**src/rtl/bpsk_demod.sv**
```systemverilog
// bpsk_demod -- coherent BPSK integrate-and-dump demodulator.
// Multiplies each qualified sample by the local reference carrier and integrates
// the product over SAMPLES_PER_SYM samples. The sign of the integral decides the
// bit, and a zero integral decides 1.
// Optional feature macro: BPSK_DEMOD_SOFT_OUT_EN adds the soft_out port. This port
// carries the top 16 bits of the integral at each decision.
// ACC_W must exceed 32 so that the full 32-bit product sign-extends without loss.
module bpsk_demod #(
   parameter int SAMPLES_PER_SYM = 256,
   parameter int ACC_W           = 40
) (
   input  logic               clk_sig,
   input  logic               reset_sig,
   input  logic signed [15:0] sample_sig,
   input  logic               sample_valid,
   input  logic signed [15:0] carrier_sig,
   input  logic               sym_start,
   output logic               bit_out,
   output logic               bit_valid,
   output logic               locked,
   output logic               sym_err
`ifdef BPSK_DEMOD_SOFT_OUT_EN
   ,
   output logic signed [15:0] soft_out
`endif
);

   localparam int CNT_W = $clog2(SAMPLES_PER_SYM + 1);
   localparam logic [CNT_W-1:0] CNT_ZERO = {CNT_W{1'b0}};
   localparam logic [CNT_W-1:0] CNT_ONE  = CNT_W'(1);
   localparam logic [CNT_W-1:0] CNT_LAST = CNT_W'(SAMPLES_PER_SYM - 1);

   typedef enum logic [1:0] {
      ST_IDLE      = 2'd0,
      ST_INTEGRATE = 2'd1,
      ST_DUMP      = 2'd2
   } state_t;

   state_t                    state_r;
   logic signed [ACC_W-1:0]   acc_r;
   logic        [CNT_W-1:0]   count_r;

   logic signed [31:0]        product_s;
   logic signed [ACC_W-1:0]   product_ext_s;
   logic signed [ACC_W-1:0]   acc_sum_s;
   logic        [CNT_W-1:0]   count_inc_s;

   // Hard decision: a non-negative integral (including exactly zero) is a 1.
   function automatic logic decide_bit(input logic signed [ACC_W-1:0] acc);
      return ~acc[ACC_W-1];
   endfunction

   // Full-precision correlator product and running sums; nothing saturates or truncates.
   always_comb begin
      product_s     = sample_sig * carrier_sig;
      product_ext_s = {{(ACC_W-32){product_s[31]}}, product_s};
      acc_sum_s     = acc_r + product_ext_s;
      count_inc_s   = count_r + CNT_ONE;
   end

   // Integrate-and-dump state machine with all outputs registered.
   always_ff @(posedge clk_sig or posedge reset_sig) begin
      if (reset_sig) begin
         state_r   <= ST_IDLE;
         acc_r     <= {ACC_W{1'b0}};
         count_r   <= CNT_ZERO;
         bit_out   <= 1'b0;
         bit_valid <= 1'b0;
         locked    <= 1'b0;
         sym_err   <= 1'b0;
`ifdef BPSK_DEMOD_SOFT_OUT_EN
         soft_out  <= 16'sd0;
`endif
      end else begin
         bit_valid <= 1'b0;
         sym_err   <= 1'b0;
         case (state_r)
            ST_IDLE: begin
               if (sample_valid && sym_start) begin
                  acc_r   <= product_ext_s;
                  count_r <= CNT_ONE;
                  state_r <= ST_INTEGRATE;
               end else begin
                  state_r <= ST_IDLE;
               end
            end
            ST_INTEGRATE: begin
               if (sample_valid) begin
                  if (sym_start && (count_r != CNT_ZERO)) begin
                     // Resync in mid-symbol: drop the partial integral and restart at sample 1.
                     // The strobe is suppressed on back-to-back resyncs so it never lasts two cycles.
                     acc_r   <= product_ext_s;
                     count_r <= CNT_ONE;
                     sym_err <= ~sym_err;
                     locked  <= 1'b0;
                  end else if (count_r == CNT_LAST) begin
                     acc_r   <= acc_sum_s;
                     count_r <= count_inc_s;
                     state_r <= ST_DUMP;
                  end else begin
                     // count_r == 0 only after a DUMP with no sample, where acc_r is already zero.
                     acc_r   <= acc_sum_s;
                     count_r <= count_inc_s;
                  end
               end else begin
                  state_r <= ST_INTEGRATE;
               end
            end
            ST_DUMP: begin
               bit_out   <= decide_bit(acc_r);
               bit_valid <= 1'b1;
               locked    <= 1'b1;
`ifdef BPSK_DEMOD_SOFT_OUT_EN
               soft_out  <= acc_r[ACC_W-1 -: 16];
`endif
               state_r   <= ST_INTEGRATE;
               if (sample_valid) begin
                  // A streaming sample in the dump cycle is sample 1 of the next symbol.
                  acc_r   <= product_ext_s;
                  count_r <= CNT_ONE;
               end else begin
                  acc_r   <= {ACC_W{1'b0}};
                  count_r <= CNT_ZERO;
               end
            end
            default: begin
               state_r <= ST_IDLE;
               acc_r   <= {ACC_W{1'b0}};
               count_r <= CNT_ZERO;
            end
         endcase
      end
   end

endmodule

```
**config.mk**
```make
export PLATFORM = sky130hd
export DESIGN_NAME = bpsk_demod
export DESIGN_NICKNAME = d
export VERILOG_FILES = /design/src/rtl/bpsk_demod.sv
export SDC_FILE = /design/constraint.sdc
export NUM_CORES = 1
export LEC_CHECK = 0
export CAP_MARGIN = 20
export CORE_AREA = 2 2 160 162
export DETAILED_ROUTE_END_ITERATION = 12
export DIE_AREA = 0 0 162 164
export PLACE_DENSITY = 0.88
export SYNTH_ARGS = -nofsm -noshare
export SYNTH_HDL_FRONTEND = slang
export SYNTH_SLANG_ARGS = --single-unit
```
**constraint.sdc**
```tcl
create_clock -name clk_sig -period 2.69 [get_ports clk_sig]
set_input_delay 0.807 -clock clk_sig [delete_from_list [all_inputs] [get_ports clk_sig]]
set_output_delay 0.807 -clock clk_sig [all_outputs]
set_load 0.02 [all_outputs]
```
==> out/qor.txt, run 1 <==
Routability Congestion -> 0.900
Most numerous cell in the Yosys netlist -> inv_1
# hold bufs at CTS -> 0
Die Ht -> 164 microns
Netlist cell types -> 72
Largest net degree at the start of global routing -> 25
CTS sink cnt -> 55
Ys async rst share -> 1.00
Post-synth EDFFs -> 0
Die Wd -> 162 microns
Placed inst area -> 17900 sq um
Synthesized area -> 14500 sq um
Placed insts -> 2242
Post-synthesis sequential area ratio -> 0.0951
Syn. warnings -> 0
Synthesis-stage register bit count -> 55
Status -> stopped before the end
All-Layer GR Usage -> 0.775
Total gr overflow -> 4
Htree depth -> 2
Syn_area_per_cell -> 8.85 sq um
Last stage -> global routing (5_1_grt)
Worst setup endpoint GRT -> acc_r[33]$_DFFE_PP0P_/D
Post-synth net total -> 2059
Top cells by count, synth -> 303 x inv_1, 263 x fa_1, 189 x nand2_1
Hpwl dp -> 33400 microns
Synth area leaders -> fa_1 36%, ha_1 11%, dfrtp_1 9.5%
Worst EP kind -> sequential cell input
Post-synth top area share -> 0.364
Top cell type by total area after synthesis -> fa_1
Prevailing post-synth register cell -> dfrtp_1
Starting Density -> 0.583
Site Rows -> 58
Log Error -> [ERROR GRT-0232] Routing congestion too high. Check the congestion heatmap in the GUI.
I/O pins -> 40
Post-synthesis cell count -> 1635
Port Buffers -> 39
Clk buf depth -> 2
Num CTS Buffers -> 5
Root Buffer -> clkbuf_16
through the flow:
| step | worst slack (ns) | hold slack [ns] |
|---|---|---|
| after floorplan | -5.10 | 0.454 |
| after global placement | -5.80 | 0.454 |
| after detailed placement | -6.13 | 0.437 |
| after CTS | -5.40 | 0.460 |
cells by family after synthesis:
group,after synthesis,share of synthesized area
AO/OA/AOI/OAI,293,0.138
buffers and inverters,359,0.0940
XOR/XNOR,64,0.0393
flip-flops,55,0.0951
adder cells (fa/ha/maj),388,0.472
multiplexers,1,0.000692
AND/OR/NAND/NOR,475,0.161
timing repair:
action                     in CTS
gates resized for setup       332
buffers inserted               64
pin swaps                     199
gates cloned                    4
setup endpoints to repair      39
layer usage:
layer  overflow  track usage
met2          1        0.903
met4          3        0.756
met3          0        0.686
met1          0        0.755
met5          0        0.511
==> run 2, diff against run 1 <==
--- a/config.mk
+++ b/config.mk
@@ -6,10 +6,10 @@
 export NUM_CORES = 1
 export LEC_CHECK = 0
 export CAP_MARGIN = 20
-export CORE_AREA = 2 2 160 162
+export CORE_AREA = 2 2 194 196
 export DETAILED_ROUTE_END_ITERATION = 12
-export DIE_AREA = 0 0 162 164
-export PLACE_DENSITY = 0.88
+export DIE_AREA = 0 0 196 198
+export PLACE_DENSITY_LB_ADDON = 0.15
 export SYNTH_ARGS = -nofsm -noshare
 export SYNTH_HDL_FRONTEND = slang
 export SYNTH_SLANG_ARGS = --single-unit
==> constraint.sdc (replaced) <==
create_clock -name clk_sig -period 3.5 [get_ports clk_sig]
set_input_delay 1.05 -clock clk_sig [delete_from_list [all_inputs] [get_ports clk_sig]]
set_output_delay 1.05 -clock clk_sig [all_outputs]
set_load 0.02 [all_outputs]
==> out/qor.txt, run 2 <==
Slowest cell on crit path -> fa_2
Top cells by count, synth -> 303 x inv_1, 263 x fa_1, 189 x nand2_1
Slew Viols, Final -> 0
I/O pins -> 40 (unchanged)
Maximum net fanout on the critical path -> 4
Antenna diode count -> 0
Synthesized area -> 14500 sq um (unchanged)
Hold WC Path Type -> flip-flop to flip-flop
WL per Instance -> 16.2 microns
Netlist cell types -> 72 (unchanged)
Pin slew with the least headroom to its limit -> 1.02 ns
Prevailing post-synth register cell -> dfrtp_1
Num CTS Buffers -> 5 (unchanged)
Max reg flops -> 40
Max Freq -> 0.122 GHz
Die Ht -> 198 microns (+21%)
Final Instance Area -> 20500 sq um
Post-layout min period -> 8.19 ns
Worst skew pair latency -> 0.32 ns
Root Buffer -> clkbuf_16
Post-synthesis cell count -> 1635 (unchanged)
Mux cell area share after synthesis -> 0.000692 (unchanged)
Unrepaired setup endpoints after global routing -> true
Compound-Gate Fraction of Synth Area -> 0.138 (unchanged)
Arr. time, crit path -> 8.39 ns
Port Buffers -> 39 (unchanged)
Top cell type by total area after synthesis -> fa_1
Post-synthesis adder-cell area fraction -> 0.472 (unchanged)
Simple-gate share of the synthesized area -> 0.161 (unchanged)
Fillers -> 3307
Placed inst area -> 18100 sq um (+1.0%)
Pre-Repair DR Iteration Count -> 4
Post-Synth XOR/XNOR Area -> 0.0393 (unchanged)
Clock Skew -> 0.0123 ns
Site Rows -> 71 (+22%)
Number of antenna violations at the first check in global routing -> 0
# hold bufs at CTS -> 0 (unchanged)
Global-route wire length before repair -> 68600 microns
Vias -> 12400
Htree depth -> 2 (unchanged)
Most frequent cells in the layout -> 263 x buf_4, 261 x inv_1, 245 x fa_1
Vias per cell -> 5.02
Status -> finished with violations
Routability Congestion -> 0.845 (-6.1%)
Antenna viol nets, final -> 0
Die Wd -> 196 microns (+21%)
Reg2reg setup slack -> 0.36 ns
Largest net degree at the start of global routing -> 35
Failing checks -> setup timing
DRT iter0 DRCs -> 457
Synthesis-stage register bit count -> 55 (unchanged)
Clock Pin Slew Worst Setup and Hold Paths -> 0.07 ns
Finish-stage setup viols -> 36
CP endpoint kind -> flip-flop
Vias in the first global route -> 13600
Post-synthesis sequential area ratio -> 0.0951 (unchanged)
Type of origin of the critical path -> input pin
Syn. warnings -> 0 (unchanged)
Hold Vio Cnt, Final -> 0
Most common cell after layout, fill and taps aside -> buf_4
Slew headroom -> 0.320
Post-synth EDFFs -> 0 (unchanged)
Wirelength, routed -> 40000 microns
Final WS setup -> -4.69 ns
Register bank with the most flops -> acc_r
All-Layer GR Usage -> 0.219
Data required time at the worst endpoint -> 3.70 ns
Nets -> 2422
Final period utilization -> 2.34
Starting Density -> 0.392 (-0.191)
Ys async rst share -> 1.00 (unchanged)
Syn_area_per_cell -> 8.85 sq um (unchanged)
Max-cap viol count -> 0
Die ar. -> 38800 sq um
CTS tree -> done
Post-synth net total -> 2059 (unchanged)
Layout area overhead -> 41.6%
Most numerous cell in the Yosys netlist -> inv_1
Largest registers -> acc_r (40), count_r (9), state_r (2)
Hpwl dp -> 31100 microns (-6.8%)
Layout cells sized above 1 -> 0.361
Remaining DRCs -> 0
Core ar. -> 37000 sq um
Main combinational cell family by area after synthesis -> adder cells
WS Path Type -> input pin to flip-flop
CTS sink cnt -> 55 (unchanged)
Clk buf depth -> 2 (unchanged)
Synth area leaders -> fa_1 36%, ha_1 11%, dfrtp_1 9.5%
Post-synth top area share -> 0.364 (unchanged)
Crit-path max cell delay -> 0.57 ns
Total gr overflow -> 0
-- run 2: cell counts after synthesis --
Identical to the previous run, type by type.
-- run 2: kinds of logic after synthesis --
logic type                 Yosys count
xor gates and xnor gates            64
DFF                                 55
and+or+nand+nor                    475
adders and majority gates          388
muxes                                1
AOI/OAI and AO/OA                  293
buffers and inverters              359
-- run 2: layer usage --
metal  routed length (microns)  GRT usage  vias to the layer above
met5                         0          0                        -
met4                       698     0.0460                        0
met3                      1270     0.0194                       42
met2                     20500      0.396                      200
met1                     17600      0.287                     6249
li1                          -          -                     5923
-- run 2: final cells by class --
type | instances | area, sq um | area share
multi-input cells | 1221 | 13400 | 0.653
repair buffers | 411 | 3810 | 0.186
flip-flops and latches | 55 | 1380 | 0.0672
inverters | 304 | 1140 | 0.0558
well taps | 474 | 593 | 0.0289
clock buffers | 6 | 129 | 0.00629
clock inverters | 2 | 60.1 | 0.00293
-- run 2: stage by stage --
step / TNS, ns / utilization / instances / hold WS [ns] / worst slack [ns]
4_1_cts: -130.20 / 0.537 / 2453 / 0.445 / -4.69
5_1_grt: -137.29 / 0.555 / 2473 / 0.456 / -4.94
3_5_place_dp: -161.19 / 0.490 / 2385 / 0.428 / -5.44
6_report: -128.88 / 0.555 / 2473 / 0.442 / -4.69
2_1_floorplan: -115.91 / - / 1635 / 0.454 / -4.53
3_3_place_gp: -160.38 / 0.490 / 2385 / 0.438 / -5.44
-- run 2: critical path, delay by kind of cell --
family,cells,cell delay (ns)
compound gates,14,2.48
buf+inv,7,0.60
fa+ha+maj,8,3.61
xor+xnor,1,0.20
simple gates,4,0.46
-- run 2: repair_timing --
action / 4_1_cts / 5_1_grt
pin swaps: 131 / 141
gates cloned: 10 / 0
setup endpoints to repair: 38 / 37
setup buffers: 53 / 28
gates resized for setup: 398 / 125
-- run 2: worst paths after layout --
check,from,endpoint,cells past startpoint
worst max-delay path,sample_sig[11],acc_r[37]$_DFFE_PP0P_,34
min in group asynchronous,reset_sig,count_r[3]$_DFFE_PP0P_,2
worst max register to register,acc_r[0]$_DFFE_PP0P_,acc_r[30]$_DFFE_PP0P_,14
worst min register to register,sym_err$_DFF_PP0_,sym_err$_DFF_PP0_,1
max in group asynchronous,reset_sig,acc_r[29]$_DFFE_PP0P_,3
worst min-delay path,sym_err$_DFF_PP0_,sym_err$_DFF_PP0_,1
Power of run 2 is not shown: default switching activity piles up to over one toggle a cycle in this logic, so the estimate is an artifact.
==> run 3, diff against run 2 <==
--- a/config.mk
+++ b/config.mk
@@ -5,10 +5,13 @@
 export SDC_FILE = /design/constraint.sdc
 export NUM_CORES = 1
 export LEC_CHECK = 0
+export ABC_CLOCK_PERIOD_IN_PS = 3500
 export CAP_MARGIN = 20
 export CORE_AREA = 2 2 194 196
 export DETAILED_ROUTE_END_ITERATION = 12
 export DIE_AREA = 0 0 196 198
+export DONT_BUFFER_PORTS = 1
+export GPL_ROUTABILITY_DRIVEN = 0
 export PLACE_DENSITY_LB_ADDON = 0.15
 export SYNTH_ARGS = -nofsm -noshare
 export SYNTH_HDL_FRONTEND = slang
==> out/qor.txt, run 3 (synthesized netlist as in run 2, its figures left out) <==
Slowest cell on crit path -> fa_1
Hold Path Sink -> acc_r[13]$_DFFE_PP0P_
Max-cap viol count -> 0 (unchanged)
Maximum net fanout on the critical path -> 16 (+12)
Hold WC Path Type -> flip-flop to flip-flop
WS Path Type -> input pin to flip-flop
Die ar. -> 38800 sq um (unchanged)
Htree depth -> 2 (unchanged)
Placed insts -> 2274 (-4.7%)
DRT iter0 DRCs -> 428 (-6.3%)
Num CTS Buffers -> 5 (unchanged)
Pre-Repair DR Iteration Count -> 6 (+2)
Clk buf depth -> 2 (unchanged)
Crit-path max cell delay -> 0.54 ns (-0.03 ns)
Global-route wire length before repair -> 65700 microns (-4.2%)
Reg area -> 1380 sq um (unchanged)
Slew Viols, Final -> 0 (unchanged)
Post-layout min period -> 7.90 ns (-0.290 ns)
Most frequent cells in the layout -> 275 x inv_1, 251 x fa_1, 237 x buf_4
Final core occ -> 0.513 (-0.0420)
WL per Instance -> 16.3 microns (+0.75%)
Root Buffer -> clkbuf_16
Arr. time, crit path -> 8.09 ns (-0.30 ns)
Data required time at the worst endpoint -> 3.69 ns (about the same)
Clock Pin Slew Worst Setup and Hold Paths -> 0.08 ns (about the same)
Cells on Worst Hold Path -> 2 (+1)
Port Buffers -> 0 (-100%)
Die Ht -> 198 microns (unchanged)
Vias -> 11700 (-5.5%)
Placed inst area -> 17000 sq um (-6.0%)
Remaining DRCs -> 0 (unchanged)
Clock Skew -> 0.00724 ns (-0.00508 ns)
Register bank with the most flops -> acc_r
Largest registers -> acc_r (40), count_r (9), state_r (2)
Finish-stage setup viols -> 36 (unchanged)
Unrepaired setup endpoints after global routing -> true
Type of origin of the critical path -> input pin
Hold_sp -> acc_r[13]$_DFFE_PP0P_
Antenna viol nets, final -> 0 (unchanged)
Fillers -> 3447 (+4.2%)
Final period utilization -> 2.26 (-0.0829)
All-Layer GR Usage -> 0.210 (-0.00911)
Max Freq -> 0.127 GHz (+3.7%)
CTS tree -> done
Die Wd -> 196 microns (unchanged)
RR Endpoint -> acc_r[34]$_DFFE_PP0P_
Site Rows -> 71 (unchanged)
Layout area overhead -> 30.9%
Final WS setup -> -4.40 ns (+0.290 ns)
CTS sink cnt -> 55 (unchanged)
Status -> finished with violations
Vias per cell -> 5.00 (-0.30%)
I/O pins -> 40 (unchanged)
Failing checks -> setup timing
Final Instance Area -> 18900 sq um (-7.6%)
CP endpoint kind -> flip-flop
Core ar. -> 37000 sq um (unchanged)
Slew headroom -> 0.479 (+0.159)
Largest net degree at the start of global routing -> 56 (+60%)
Antenna diode count -> 0 (unchanged)
Number of antenna violations at the first check in global routing -> 0 (unchanged)
# hold bufs at CTS -> 0 (unchanged)
Max reg flops -> 40 (unchanged)
Post-route insts no fill -> 2344 (-5.2%)
Starting Density -> 0.392 (unchanged)
CP dominant cell by count -> fa_1
Multi-input gate area -> 13400 sq um (about the same)
Total gr overflow -> 0 (unchanged)
Nets -> 2293 (-5.3%)
Vias in the first global route -> 12700 (-6.6%)
R2R depth -> 14 (unchanged)
Most common cell after layout, fill and taps aside -> inv_1
Reg2reg setup slack -> 0.43 ns (+0.07 ns)
Worst skew pair latency -> 0.31 ns (about the same)
Pin slew with the least headroom to its limit -> 0.781 ns (-0.234 ns)
Hpwl dp -> 30600 microns (-1.4%)
Hold Vio Cnt, Final -> 0 (unchanged)
Layout cells sized above 1 -> 0.304 (-0.0574)
Wirelength, routed -> 38200 microns (-4.5%)
Reg2reg start -> acc_r[0]$_DFFE_PP0P_
Setup tns final -> -117.65 ns (+11.23 ns)
run 3: critical path, delay by kind of cell:
kind,cells,cell delay (ns)
AO/OA/AOI/OAI,14,2.60
XOR/XNOR,1,0.15
buffers and inverters,3,0.21
AND/OR/NAND/NOR,4,0.40
adder cells (fa/ha/maj),8,3.66
run 3: how the worst max path moves through the flow:
stage                         from  cells past startpoint                     to  slack [ns]
floorplan           carrier_sig[4]                     32  acc_r[37]$_DFFE_PP0P_       -4.53
global placement     sample_sig[8]                     30  acc_r[37]$_DFFE_PP0P_       -4.73
detailed placement   sample_sig[8]                     30  acc_r[37]$_DFFE_PP0P_       -4.75
CTS                  sample_sig[7]                     29  acc_r[37]$_DFFE_PP0P_       -4.37
global route        carrier_sig[4]                     30  acc_r[37]$_DFFE_PP0P_       -4.70
finish               sample_sig[7]                     30  acc_r[37]$_DFFE_PP0P_       -4.40
run 3: layout make-up:
class	instances	area share
Timing Repair Buffer	282	0.121
Clock inverter	3	0.00152
Clock buffer	5	0.00661
Multi-Input combinational cell	1221	0.707
Sequential cell	55	0.0727
Tap cell	474	0.0313
Inverter	304	0.0606
run 3: repair_timing:
item,in CTS,in global routing
gates resized for setup,170,97
setup endpoints to repair,36,36
buffers inserted,50,24
pin swaps,110,97
run 3: per-stage QoR:
| step | setup WS, ns | hold slack [ns] |
|---|---|---|
| after floorplan | -4.53 | 0.454 |
| after global placement | -4.73 | 0.468 |
| after detailed placement | -4.75 | 0.482 |
| after CTS | -4.37 | 0.499 |
| after global routing | -4.70 | 0.526 |
| final | -4.40 | 0.500 |
run 3: per-layer routing:
| metal | vias to the layer above | part of all wire | global-route usage |
|---|---|---|---|
| li1 | 5659 | - | - |
| met1 | 5870 | 0.46 | 0.295 |
| met2 | 169 | 0.49 | 0.359 |
| met3 | 33 | 0.031 | 0.0165 |
| met4 | 0 | 0.015 | 0.0384 |
| met5 | - | 0 | 0 |
Power of run 3 is left out for the same reason.
==> run 4, diff against run 3 <==
--- a/config.mk
+++ b/config.mk
@@ -8,6 +8,7 @@
 export ABC_CLOCK_PERIOD_IN_PS = 3500
 export CAP_MARGIN = 20
 export CORE_AREA = 2 2 194 196
+export CTS_CLUSTER_DIAMETER = 150
 export DETAILED_ROUTE_END_ITERATION = 12
 export DIE_AREA = 0 0 196 198
 export DONT_BUFFER_PORTS = 1
==> results of run 4 <==
No change in the layout: final DEF, timing and power equal those of run 3.
Power of run 4 is left out for the same reason.
